$ cat config.mk
export PLATFORM = sky130hd
export DESIGN_NAME = sia_wbq_flat
export DESIGN_NICKNAME = d
export VERILOG_FILES = /design/src/rtl/sia_wbq_pkg.sv /design/src/rtl/sia_wbq_if.sv /design/src/rtl/sia_fifo.sv /design/src/rtl/sia_wbq.sv /design/src/flat_wrapper.sv
export SDC_FILE = /design/constraint.sdc
export NUM_CORES = 1
export LEC_CHECK = 0
export BUFFER_PORTS_ARGS = -buffer_cell sky130_fd_sc_hd__buf_2
export CELL_PAD_IN_SITES_DETAIL_PLACEMENT = 1
export CELL_PAD_IN_SITES_GLOBAL_PLACEMENT = 1
export CORE_UTILIZATION = 50
export DETAILED_ROUTE_END_ITERATION = 8
export PLACE_DENSITY = 0.8
export SYNTH_ARGS = -nofsm -noshare
export SYNTH_HDL_FRONTEND = slang
export SYNTH_SLANG_ARGS = --single-unit
$ cat constraint.sdc
create_clock -name clk_i -period 9.8 [get_ports clk_i]
set_input_delay 1.47 -clock clk_i [delete_from_list [all_inputs] [get_ports clk_i]]
set_output_delay 1.47 -clock clk_i [all_outputs]
set_load 0.05 [all_outputs]
$ cat src/rtl/sia_wbq_pkg.sv
// Shared constants for the SIA Wishbone queue front end: register addresses,
// STATUS bit positions, CONFIG field offsets and interrupt source indices.
package sia_wbq_pkg;

    localparam int SIA_DW = 16;

    localparam logic [2:0] SIA_ADR_TRXDAT  = 3'd0;
    localparam logic [2:0] SIA_ADR_STATUS  = 3'd1;
    localparam logic [2:0] SIA_ADR_INTENA  = 3'd2;
    localparam logic [2:0] SIA_ADR_INTPND  = 3'd3;
    localparam logic [2:0] SIA_ADR_CONFIG  = 3'd4;
    localparam logic [2:0] SIA_ADR_BITRATL = 3'd5;
    localparam logic [2:0] SIA_ADR_BITRATH = 3'd6;
    localparam logic [2:0] SIA_ADR_WMARK   = 3'd7;

    localparam int SIA_ST_RXNE = 15;
    localparam int SIA_ST_RXF  = 14;
    localparam int SIA_ST_OVR  = 13;
    localparam int SIA_ST_TXWM = 3;
    localparam int SIA_ST_TXE  = 2;
    localparam int SIA_ST_RXWM = 1;
    localparam int SIA_ST_TXNF = 0;

    localparam int SIA_CFG_BITS   = 0;
    localparam int SIA_CFG_EEDD   = 8;
    localparam int SIA_CFG_EEDC   = 9;
    localparam int SIA_CFG_TXCMOD = 10;
    localparam int SIA_CFG_RXCPOL = 13;

    localparam int SIA_IRQ_RXWM = 0;
    localparam int SIA_IRQ_TXWM = 1;
    localparam int SIA_IRQ_OVR  = 2;
    localparam int SIA_IRQ_TXE  = 3;

endpackage

$ cat src/rtl/sia_wbq_if.sv
// Wishbone B.4 pipelined bus bundle between the CPU master and the SIA slave.
interface sia_wbq_if;
    import sia_wbq_pkg::*;

    logic [2:0]        adr_i;
    logic              we_i;
    logic              cyc_i;
    logic              stb_i;
    logic [SIA_DW-1:0] dat_i;
    logic [1:0]        sel_i;
    logic [SIA_DW-1:0] dat_o;
    logic              ack_o;
    logic              stall_o;

    modport master (output adr_i, we_i, cyc_i, stb_i, dat_i, sel_i,
                    input  dat_o, ack_o, stall_o);
    modport slave  (input  adr_i, we_i, cyc_i, stb_i, dat_i, sel_i,
                    output dat_o, ack_o, stall_o);

endinterface

$ cat src/rtl/sia_fifo.sv
// Word queue with level counter; a push and pop in the same cycle both
// succeed even when full or empty, leaving the level unchanged.
module sia_fifo
    import sia_wbq_pkg::*;
#(
    parameter int LOG2 = 4
) (
    input  logic              clk_i,
    input  logic              reset_i,
    input  logic              push_i,
    input  logic              pop_i,
    input  logic [SIA_DW-1:0] dat_i,
    output logic [SIA_DW-1:0] dat_o,
    output logic [LOG2:0]     level_o,
    output logic              full_o,
    output logic              empty_o
);

    localparam int DEPTH = 1 << LOG2;

    logic [SIA_DW-1:0] mem [DEPTH];
    logic [LOG2-1:0]   wptr_q, wptr_d, rptr_q, rptr_d;
    logic [LOG2:0]     level_q, level_d;
    logic              do_push, do_pop;

    assign full_o  = (level_q == (LOG2+1)'(DEPTH));
    assign empty_o = (level_q == '0);
    assign level_o = level_q;
    // Empty queue presents zero so the head never shows stale or unwritten storage.
    assign dat_o   = empty_o ? '0 : mem[rptr_q];

    assign do_push = push_i & (~full_o | pop_i);
    assign do_pop  = pop_i & (~empty_o | push_i);

    always_comb begin
        wptr_d  = wptr_q + LOG2'(do_push);
        rptr_d  = rptr_q + LOG2'(do_pop);
        level_d = level_q + (LOG2+1)'(do_push) - (LOG2+1)'(do_pop);
    end

    always_ff @(posedge clk_i or negedge reset_i) begin
        if (!reset_i) begin
            wptr_q  <= '0;
            rptr_q  <= '0;
            level_q <= '0;
        end else begin
            wptr_q  <= wptr_d;
            rptr_q  <= rptr_d;
            level_q <= level_d;
        end
    end

    always_ff @(posedge clk_i) begin
        if (do_push) mem[wptr_q] <= dat_i;
    end

endmodule

$ cat src/rtl/sia_wbq.sv
// SIA Wishbone slave: register file, RX/TX word queues, byte-lane write
// assembly and watermark/overrun interrupt generation.
module sia_wbq
    import sia_wbq_pkg::*;
#(
    parameter int          RXQ_LOG2     = 4,
    parameter int          TXQ_LOG2     = 4,
    parameter logic [19:0] BITRAT_RESET = 20'd83332
) (
    input  logic              clk_i,
    input  logic              reset_i,
    sia_wbq_if.slave          wb,
    output logic [4:0]        bits_o,
    output logic              eedc_o,
    output logic              eedd_o,
    output logic              rxcpol_o,
    output logic [2:0]        txcmod_o,
    output logic [19:0]       bitrat_o,
    input  logic [SIA_DW-1:0] rx_dat_i,
    input  logic              rx_we_i,
    output logic [SIA_DW-1:0] tx_dat_o,
    input  logic              tx_pop_i,
    output logic              tx_not_empty_o,
    output logic              irq_o
);

    logic [4:0]  bits_q;
    logic        eedc_q, eedd_q, rxcpol_q, ovr_q, ack_q, irq_q;
    logic [2:0]  txcmod_q;
    logic [19:0] bitrat_q;
    logic [3:0]  intena_q;
    logic [7:0]  rxwm_q, txwm_q, hold_q;
    logic [SIA_DW-1:0] dat_q, rdata, status, tx_wdat, rx_head;

    logic [RXQ_LOG2:0] rx_level;
    logic [TXQ_LOG2:0] tx_level;
    logic rx_full, rx_empty, tx_full, tx_empty;
    logic accept, wr, rx_pop, tx_push, ovr_set, ovr_clr, rxwm_met, txwm_met;
    logic [3:0] src;

    // Handshake: a beat is taken when cyc & stb & ~stall; ack follows exactly
    // one cycle later. Only a TX-pushing TRXDAT write into a full, non-draining
    // queue stalls.
    assign wb.stall_o = wb.cyc_i & wb.stb_i & wb.we_i & (wb.adr_i == SIA_ADR_TRXDAT)
                      & wb.sel_i[1] & tx_full & ~tx_pop_i;
    assign accept  = wb.cyc_i & wb.stb_i & ~wb.stall_o;
    assign wr      = accept & wb.we_i;
    assign rx_pop  = accept & ~wb.we_i & (wb.adr_i == SIA_ADR_TRXDAT) & ~rx_empty;
    assign tx_push = wr & (wb.adr_i == SIA_ADR_TRXDAT) & wb.sel_i[1];
    assign tx_wdat = {wb.dat_i[15:8], wb.sel_i[0] ? wb.dat_i[7:0] : hold_q};
    assign ovr_set = rx_we_i & rx_full & ~rx_pop;
    assign ovr_clr = wr & (wb.adr_i == SIA_ADR_INTPND) & wb.sel_i[0] & wb.dat_i[SIA_IRQ_OVR];

    sia_fifo #(.LOG2(RXQ_LOG2)) u_rxq (
        .clk_i(clk_i), .reset_i(reset_i), .push_i(rx_we_i), .pop_i(rx_pop),
        .dat_i(rx_dat_i), .dat_o(rx_head), .level_o(rx_level),
        .full_o(rx_full), .empty_o(rx_empty)
    );

    sia_fifo #(.LOG2(TXQ_LOG2)) u_txq (
        .clk_i(clk_i), .reset_i(reset_i), .push_i(tx_push), .pop_i(tx_pop_i),
        .dat_i(tx_wdat), .dat_o(tx_dat_o), .level_o(tx_level),
        .full_o(tx_full), .empty_o(tx_empty)
    );

    assign rxwm_met = 16'(rx_level) >= 16'(rxwm_q);
    assign txwm_met = 16'(tx_level) <= 16'(txwm_q);
    assign src      = {tx_empty, ovr_q, txwm_met, rxwm_met};

    always_comb begin
        status = '0;
        status[SIA_ST_RXNE] = ~rx_empty;
        status[SIA_ST_RXF]  = rx_full;
        status[SIA_ST_OVR]  = ovr_q;
        status[SIA_ST_TXWM] = txwm_met;
        status[SIA_ST_TXE]  = tx_empty;
        status[SIA_ST_RXWM] = rxwm_met;
        status[SIA_ST_TXNF] = ~tx_full;
    end

    always_comb begin
        rdata = '0;
        case (wb.adr_i)
            SIA_ADR_TRXDAT:  rdata = rx_head;
            SIA_ADR_STATUS:  rdata = status;
            SIA_ADR_INTENA:  rdata = {12'd0, intena_q};
            SIA_ADR_INTPND:  rdata = {12'd0, src};
            SIA_ADR_CONFIG:  rdata = {2'b00, rxcpol_q, txcmod_q, eedc_q, eedd_q, 3'b000, bits_q};
            SIA_ADR_BITRATL: rdata = bitrat_q[15:0];
            SIA_ADR_BITRATH: rdata = {12'd0, bitrat_q[19:16]};
            default:         rdata = {txwm_q, rxwm_q};
        endcase
    end

    always_ff @(posedge clk_i or negedge reset_i) begin
        if (!reset_i) begin
            bits_q   <= 5'd10;
            eedc_q   <= 1'b1;
            eedd_q   <= 1'b1;
            txcmod_q <= 3'b100;
            rxcpol_q <= 1'b0;
            bitrat_q <= BITRAT_RESET;
            intena_q <= '0;
            rxwm_q   <= '0;
            txwm_q   <= '0;
            hold_q   <= '0;
            ovr_q    <= 1'b0;
            ack_q    <= 1'b0;
            dat_q    <= '0;
            irq_q    <= 1'b0;
        end else begin
            ack_q <= accept;
            dat_q <= (accept & ~wb.we_i) ? rdata : '0;
            irq_q <= |(intena_q & src);
            // A same-cycle overrun outranks the software clear.
            ovr_q <= ovr_set | (ovr_q & ~ovr_clr);
            if (wr) begin
                case (wb.adr_i)
                    SIA_ADR_TRXDAT:
                        if (wb.sel_i == 2'b01) hold_q <= wb.dat_i[7:0];
                    SIA_ADR_INTENA:
                        if (wb.sel_i[0]) intena_q <= wb.dat_i[3:0];
                    SIA_ADR_CONFIG: begin
                        if (wb.sel_i[0]) bits_q <= wb.dat_i[SIA_CFG_BITS +: 5];
                        if (wb.sel_i[1]) begin
                            eedd_q   <= wb.dat_i[SIA_CFG_EEDD];
                            eedc_q   <= wb.dat_i[SIA_CFG_EEDC];
                            txcmod_q <= wb.dat_i[SIA_CFG_TXCMOD +: 3];
                            rxcpol_q <= wb.dat_i[SIA_CFG_RXCPOL];
                        end
                    end
                    SIA_ADR_BITRATL: begin
                        if (wb.sel_i[0]) bitrat_q[7:0]  <= wb.dat_i[7:0];
                        if (wb.sel_i[1]) bitrat_q[15:8] <= wb.dat_i[15:8];
                    end
                    SIA_ADR_BITRATH:
                        if (wb.sel_i[0]) bitrat_q[19:16] <= wb.dat_i[3:0];
                    SIA_ADR_WMARK: begin
                        if (wb.sel_i[0]) rxwm_q <= wb.dat_i[7:0];
                        if (wb.sel_i[1]) txwm_q <= wb.dat_i[15:8];
                    end
                    default: ;
                endcase
            end
        end
    end

    assign wb.ack_o       = ack_q;
    assign wb.dat_o       = dat_q;
    assign irq_o          = irq_q;
    assign tx_not_empty_o = ~tx_empty;
    assign bits_o         = bits_q;
    assign eedc_o         = eedc_q;
    assign eedd_o         = eedd_q;
    assign rxcpol_o       = rxcpol_q;
    assign txcmod_o       = txcmod_q;
    assign bitrat_o       = bitrat_q;

endmodule

$ cat src/flat_wrapper.sv
// flat-port wrapper written by rule: the top's interface ports become plain ports
module sia_wbq_flat import sia_wbq_pkg::*;
#(
    parameter int          RXQ_LOG2     = 4,
    parameter int          TXQ_LOG2     = 4,
    parameter logic [19:0] BITRAT_RESET = 20'd83332
)
  (clk_i, reset_i, bits_o, eedc_o, eedd_o, rxcpol_o, txcmod_o, bitrat_o, rx_dat_i, rx_we_i, tx_dat_o, tx_pop_i, tx_not_empty_o, irq_o, wb_adr_i, wb_we_i, wb_cyc_i, wb_stb_i, wb_dat_i, wb_sel_i, wb_dat_o, wb_ack_o, wb_stall_o);
  sia_wbq_if wb_i ();
  input  logic clk_i;
  input  logic reset_i;
  output logic [4:0] bits_o;
  output logic eedc_o;
  output logic eedd_o;
  output logic rxcpol_o;
  output logic [2:0] txcmod_o;
  output logic [19:0] bitrat_o;
  input  logic [SIA_DW-1:0] rx_dat_i;
  input  logic rx_we_i;
  output logic [SIA_DW-1:0] tx_dat_o;
  input  logic tx_pop_i;
  output logic tx_not_empty_o;
  output logic irq_o;
  input wire logic [$bits(wb_i.adr_i)-1:0] wb_adr_i;
  input wire logic [$bits(wb_i.we_i)-1:0] wb_we_i;
  input wire logic [$bits(wb_i.cyc_i)-1:0] wb_cyc_i;
  input wire logic [$bits(wb_i.stb_i)-1:0] wb_stb_i;
  input wire logic [$bits(wb_i.dat_i)-1:0] wb_dat_i;
  input wire logic [$bits(wb_i.sel_i)-1:0] wb_sel_i;
  output wire logic [$bits(wb_i.dat_o)-1:0] wb_dat_o;
  output wire logic [$bits(wb_i.ack_o)-1:0] wb_ack_o;
  output wire logic [$bits(wb_i.stall_o)-1:0] wb_stall_o;
  assign wb_i.adr_i = wb_adr_i;
  assign wb_i.we_i = wb_we_i;
  assign wb_i.cyc_i = wb_cyc_i;
  assign wb_i.stb_i = wb_stb_i;
  assign wb_i.dat_i = wb_dat_i;
  assign wb_i.sel_i = wb_sel_i;
  assign wb_dat_o = wb_i.dat_o;
  assign wb_ack_o = wb_i.ack_o;
  assign wb_stall_o = wb_i.stall_o;
  sia_wbq #(.RXQ_LOG2(RXQ_LOG2), .TXQ_LOG2(TXQ_LOG2), .BITRAT_RESET(BITRAT_RESET)) u_core (.clk_i(clk_i), .reset_i(reset_i), .wb(wb_i), .bits_o(bits_o), .eedc_o(eedc_o), .eedd_o(eedd_o), .rxcpol_o(rxcpol_o), .txcmod_o(txcmod_o), .bitrat_o(bitrat_o), .rx_dat_i(rx_dat_i), .rx_we_i(rx_we_i), .tx_dat_o(tx_dat_o), .tx_pop_i(tx_pop_i), .tx_not_empty_o(tx_not_empty_o), .irq_o(irq_o));
endmodule
After elaboration in Yosys (flattened, before gate mapping). Memories as Yosys holds them, arrays and structs flattened. Index checks and enable logic that the tools add are counted.

Flip-flop bits (word level): 104. RAM bits: 512. Bits of input ports: 44. Output and inout port bits: 67. Word-level logic and storage cells: 104. Memories: 2.

$add $sub $neg: 8. $lt $le $gt $ge: 2. Equal/unequal tests: 10. Multiplexer cells: 9. Bitwise logic cells: 38. Reduce and logical (&&, ||, !) cells: 13.

Memories: u_core.u_rxq.mem (words 16, width 16, read ports 1, clocked after memory_dff 0, write ports 1, RTL line sia_fifo.sv:21) `logic [SIA_DW-1:0] mem [DEPTH];`; u_core.u_txq.mem (words 16, width 16, read ports 1, clocked after memory_dff 0, write ports 1, RTL line sia_fifo.sv:21).

Operator list (count): $pmux 16 s7 (1); $mux 16 (3); $reduce_and 3->1 (9); $and 1x1->1 (23); $add 4x1->4 (4); $eq 3x3->1 const B (4); $add 5x1->5 (2); $eq 5x5->1 const B (2); $logic_not 5->1 (2); $sub 5x1->5 (2); $not 1->1 (9); $ge 5x8->1 (1); $le 5x8->1 (1); $mux 8 (1); $eq 3x2->1 const B (2); $or 1x1->1 (5); $and 4x4->4 (1); $mux 1 (4); $reduce_or 4->1 (1); $eq 3x1->1 const B (1); $logic_not 3->1 (1); $eq 2x1->1 const B (1).

Logic depth before layout (Yosys ltp).
Word-level depth: 15. Depth in mapped cells: 16.

Modules after synthesis. From an unflattened synthesis, not the netlist that was laid out.

Cell total of the unflattened synthesis: 1343. Area, all modules: 25100.3 um2.

By module, submodules not included: sia_fifo at u_core.u_txq (instances 1, cells each 502, area an instance 10596.4 um2, seq. area each 8012.7 um2); sia_fifo at u_core.u_rxq (instances 1, cells each 502, area an instance 10583.9 um2, seq. area each 8012.7 um2); sia_wbq (instances 1, cells each 339, area an instance 3920.0 um2, seq. area each 1965.6 um2).

Worst setup path after synthesis. Ideal clock, no wire load.

Kind: input-to-output. Start: input port wb_adr_i[2]. End: output port wb_stall_o. Arrival time: 3.568 ns. Data required time: 8.330 ns. Setup slack: 4.762 ns. Cell stages on the path: 3. Cells stage by stage: or3_1 clkbuf_1 nor4_1.

Cells in the longest elaborated chain, start to end: 5.

Ends and longest elaborated chain: start: declaration (RTL line flat_wrapper.sv:24) `input wire logic [$bits(wb_i.adr_i)-1:0] wb_adr_i;`; $logic_not 3->1 (RTL line sia_wbq.sv:44) `assign wb.stall_o = wb.cyc_i & wb.stb_i & wb.we_i & (wb.adr_i == SIA_ADR_TRXDAT)`; $and 1x1->1 (RTL line sia_wbq.sv:44); $and 1x1->1 (3 in series) (RTL line sia_wbq.sv:45) `& wb.sel_i[1] & tx_full & ~tx_pop_i;`; end: declaration (RTL line flat_wrapper.sv:32) `output wire logic [$bits(wb_i.stall_o)-1:0] wb_stall_o;`.

Every way passes these cells.

Final worst setup path.
Start: register u_core.u_txq.rptr_q[0]. End: output port tx_dat_o[14].

Cells in the longest elaborated chain, start to end: 2.

Ends and longest elaborated chain: start: declaration (RTL line sia_fifo.sv:22) `logic [LOG2-1:0] wptr_q, wptr_d, rptr_q, rptr_d;`; start signal: assignment (RTL line sia_fifo.sv:48) `rptr_q <= rptr_d;`; $mem_v2 16x16; $mux 16 (RTL line sia_fifo.sv:30) `assign dat_o = empty_o ? '0 : mem[rptr_q];`; end: declaration (RTL line flat_wrapper.sv:20) `output logic [SIA_DW-1:0] tx_dat_o;`.

Every way passes these cells.

==> impl_summary.log <==
[metrics] part of the cycle the worst path needs: 0.5631
[metrics] number of inserted filler cells in the final layout: 4431
[metrics] routed len/inst: roughly 28 um
[metrics] largest net degree at the start of global routing: 69
[metrics] cts repair resizes: 0
[metrics] starting density of the core: 0.5070
[metrics] part of the power in registers: 0.434
[metrics] number of routed nets with antenna violations: 0
[metrics] number of buffers inserted for hold repair after clock tree synthesis: 0
[metrics] part of the Yosys area used for sequential elements: 0.7234
[metrics] total negative setup slack: 0 ns
[metrics] post-DP HPWL: roughly 39 mm
[metrics] most common flop cell mapped by yosys: edfxtp_1
[metrics] setup violators final: 0
[metrics] critical-path cell list: buf_4 -> mux2i_1 -> o221ai_1 -> o21ai_0 -> a211oi_1 -> buf_2
[metrics] number of violations of the max-capacitance limit: 0
[metrics] Synth area leader: edfxtp_1
[metrics] TritonCTS Buffers: 61
[metrics] Seq cells post-synth: around 620
[metrics] crit path buf inv count: 2
[metrics] vertical extent of the die: between 200 and 250 um
[metrics] Setup Crit Path Kind: reg2out
[metrics] clock tree from TritonCTS: yes
[metrics] Routability Congestion: approximately 0.86
[metrics] area of the die: roughly 51000 um^2
[metrics] internal cell power: 0.005130 W
[metrics] detailed-route vias per instance: 6.086
[metrics] overall track demand over capacity in global routing: 0.2535
[metrics] fraction of final layout cells with drive strength greater than 1: 0.2882
[metrics] maximum net fanout on the critical path: 51
[metrics] std cell rows: a little over 80
[metrics] min-delay worst type: reg2reg
[metrics] CP arrival: just over 4 ns
[metrics] Max Clock Skew: ~0.012 ns
[metrics] cell area after synthesis: between 20000 and 25000 um^2
[metrics] overflow left after global routing: 0
[metrics] top achievable clock speed: 181.2 MHz
[metrics] Initial DRC Count: roughly 1100
[metrics] final hold violations: 0
[metrics] synth unique cells: 61
[metrics] ratio of total power to cell area: 268.9 nW/um^2
[metrics] total number of yosys warnings: 0
[metrics] cell types with the largest area share after synthesis: edfxtp_1 (62%), dfrtp_1 (9.4%), mux4_2 (8.5%)
[metrics] net count after synthesis: 1416
[metrics] outcome: completed
[metrics] clock latency on the worst-skew pair: 0.63 ns
[metrics] Slowest-stage cell, CP: dfrtp_4
[metrics] NetSw: 0.002466 W
[metrics] type of element launching the critical path: flop
[metrics] final count of pins violating max slew: 0
[metrics] via count: roughly 13000
[metrics] clock sink count: 616
[metrics] chip width: 225.0 um
[metrics] Clock Tree Root: clkbuf_16
[metrics] DR pass1 iterations: 6
[metrics] crit path capture type: output port
[metrics] port buffer count: 110
[metrics] area of placed instances: between 20000 and 30000 um^2
[metrics] area added between synthesis and finish: 13.56%
[metrics] initial antenna violation count: 3
[metrics] count of boundary I/O pins: 111
[metrics] relative contribution of combinational cells to total power: 0.272
[metrics] Post-synth ARST share: 0.1688
[metrics] required time of the critical path: 8.33 ns
[metrics] clock-pin slew on the worst setup and hold paths: 0.06 ns
[metrics] Worst IR Drop VDD: 184.8 uV
[metrics] vias in the first global route: 14450
[metrics] share of total power consumed by net switching: 0.3246
[metrics] post-synthesis instance total: 1342
[metrics] number of H-tree branching levels: 2
[metrics] clock network fraction of design power: 0.294
[metrics] WL final: 62.62 mm
[metrics] Worst slew margin: 0.3594
[metrics] Final Net Count: 1565
[metrics] post-route DRC violation count: 0
[metrics] area share of the largest cell type after synthesis: 0.6182
[metrics] leakage power figure: 10.02 nW
[metrics] wire length of the first global-routing pass: roughly 90 mm
[metrics] post-CTS setup buffers: 0
[metrics] transition time of the tightest slew-check pin: between 0.9 and 1 ns
[metrics] average size of a mapped cell: roughly 19 um^2
[metrics] Core Footprint: 49050 um^2
[metrics] critical path's top delay family: buffers and inverters
[metrics] delay contributed by the slowest stage of the critical path: 1.04 ns
[metrics] Non-Filler Cell Area, Final: 28240 um^2
[metrics] shortest clock period the worst path allows after layout: 5.519 ns
[metrics] clk buf depth: 3
[metrics] unrepaired setup endpoints after global routing: no
[metrics] number of flops mapped to enable cells by yosys: ~510
-- power by group through the flow --
| stage | Combinational [W] | Sequential, W | Clock, W |
|---|---|---|---|
| 6_report | 0.00207 | 0.00329 | 0.00223 |
| 4_1_cts | 0.00208 | 0.00330 | 0.00227 |
| 3_3_place_gp | 0.00199 | 0.00333 | 0 |
| 5_1_grt | 0.00220 | 0.00333 | 0.00236 |
| 3_5_place_dp | 0.00206 | 0.00335 | 0 |
| 2_1_floorplan | 0.00157 | 0.00325 | 0 |
-- metrics by stage --
stage,power [W],setup WS (ns),cells,utilization,hold WS [ns]
floorplan,0.004820,4.762,1342,-,0.4573
detailed placement,0.005413,4.877,2092,0.5367,0.4926
global route,0.007892,4.003,2210,0.5758,0.5204
finish,0.007596,4.281,2210,0.5758,0.5051
CTS,0.007657,4.147,2208,0.5757,0.5079
global placement,0.005314,5.030,2092,0.5367,0.4835
-- registers in the layout (all words and copies together), names as in the netlist, 3 cells and up --
| signal | flops |
|---|---|
| u_core.bitrat_o | 20 |
| u_core.bits_o | 5 |
| u_core.hold_q | 8 |
| u_core.intena_q | 4 |
| u_core.rxwm_q | 8 |
| u_core.txcmod_o | 3 |
| u_core.txwm_q | 8 |
| u_core.u_rxq.level_o | 5 |
| u_core.u_rxq.mem | 256 |
| u_core.u_rxq.rptr_q | 4 |
| u_core.u_rxq.wptr_q | 4 |
| u_core.u_txq.level_o | 5 |
| u_core.u_txq.mem | 256 |
| u_core.u_txq.rptr_q | 4 |
| u_core.u_txq.wptr_q | 4 |
| u_core.wb.dat_o | 16 |
-- metal layers --
layer / GRT usage / part of all wire / wire length (um) / up-vias
li1: - / - / - / 5704
met1: 0.3058 / 0.38 / 24000 / 7210
met2: 0.4512 / 0.53 / 33480 / 410
met3: 0.04941 / 0.050 / 3143 / 124
met4: 0.09326 / 0.032 / 1985 / 2
met5: 0 / 0.00018 / 11 / -
-- path summary, 6_finish.rpt --
check	from	cells after the start	slack, ns	endpoint
setup / recovery	u_core.u_txq.rptr_q[0]	6	4.28	tx_dat_o[14]
hold / removal	u_core.hold_q[7]	1	0.51	u_core.hold_q[7]
setup reg to reg	u_core.u_txq.level_o[2]	15	6.39	u_core.u_txq.level_o[4]
hold reg to reg	u_core.hold_q[7]	1	0.51	u_core.hold_q[7]
max in group asynchronous	reset_i	2	7.65	u_core.u_rxq.rptr_q[0]
min in group asynchronous	reset_i	1	0.79	u_core.u_txq.rptr_q[3]
-- placed cells by master (no fill, tap or decap), types with 9 or more instances in the layout --
master / n
clkinv_2: 15
o221ai_1: 16
nor2_1: 34
inv_1: 30
a21oi_1: 14
buf_2: 109
o32ai_1: 17
clkinv_1: 13
mux4_1: 12
mux2_2: 63
nor3_2: 14
dfstp_2: 11
ha_1: 28
mux4_2: 94
a211oi_1: 19
mux2i_1: 73
buf_4: 50
dfrtp_1: 90
xnor2_1: 11
nand2b_1: 9
edfxtp_1: 512
o22ai_1: 17
nand2_1: 42
clkbuf_1: 13
clkbuf_16: 63
a22oi_1: 10
nand3_1: 11
o21ai_0: 61
-- synth_stat cells (all sizes together) (10+ instances only) --
cell type and number:
nor3 19, dfstp 11, a211oi 19, nor2 40, mux2 63, mux4 106
a21oi 14, a22oi 10, dfrtp 93, xnor2 11, o21ai 62, clkbuf 36
edfxtp 512, nand2 42, ha 28, o221ai 16, mux2i 73, nand3 11
o22ai 17, buf 37, inv 30, o32ai 17
-- layout make-up --
| class | count | area, um^2 | area share |
|---|---|---|---|
| sequential | 616 | 18000 | 0.6373 |
| multi-input combinational | 623 | 6464 | 0.2289 |
| tap | 664 | 830.8 | 0.02942 |
| timing repair buffer | 159 | 920.9 | 0.03261 |
| antenna | 2 | 5.005 | 0.0001772 |
| inverter | 30 | 112.6 | 0.003987 |
| clock inverter | 36 | 230.2 | 0.008151 |
| clock buffer | 80 | 1680 | 0.05950 |
-- cell families (layout without fill, tap and decap cells) --
logic type               after synthesis  after routing  synth area share
flip-flops                           616            616            0.7234
multiplexers                         242            242            0.1557
AO/OA/AOI/OAI                        180            180           0.04799
AND/OR/NAND/NOR                      154            154           0.03074
buffers and inverters                103            305           0.02053
adder cells (fa/ha/maj)               30             30           0.01570
XOR/XNOR                              17             17          0.005986
other                                  0              2                 0
(Power assumes the default switching activity.)
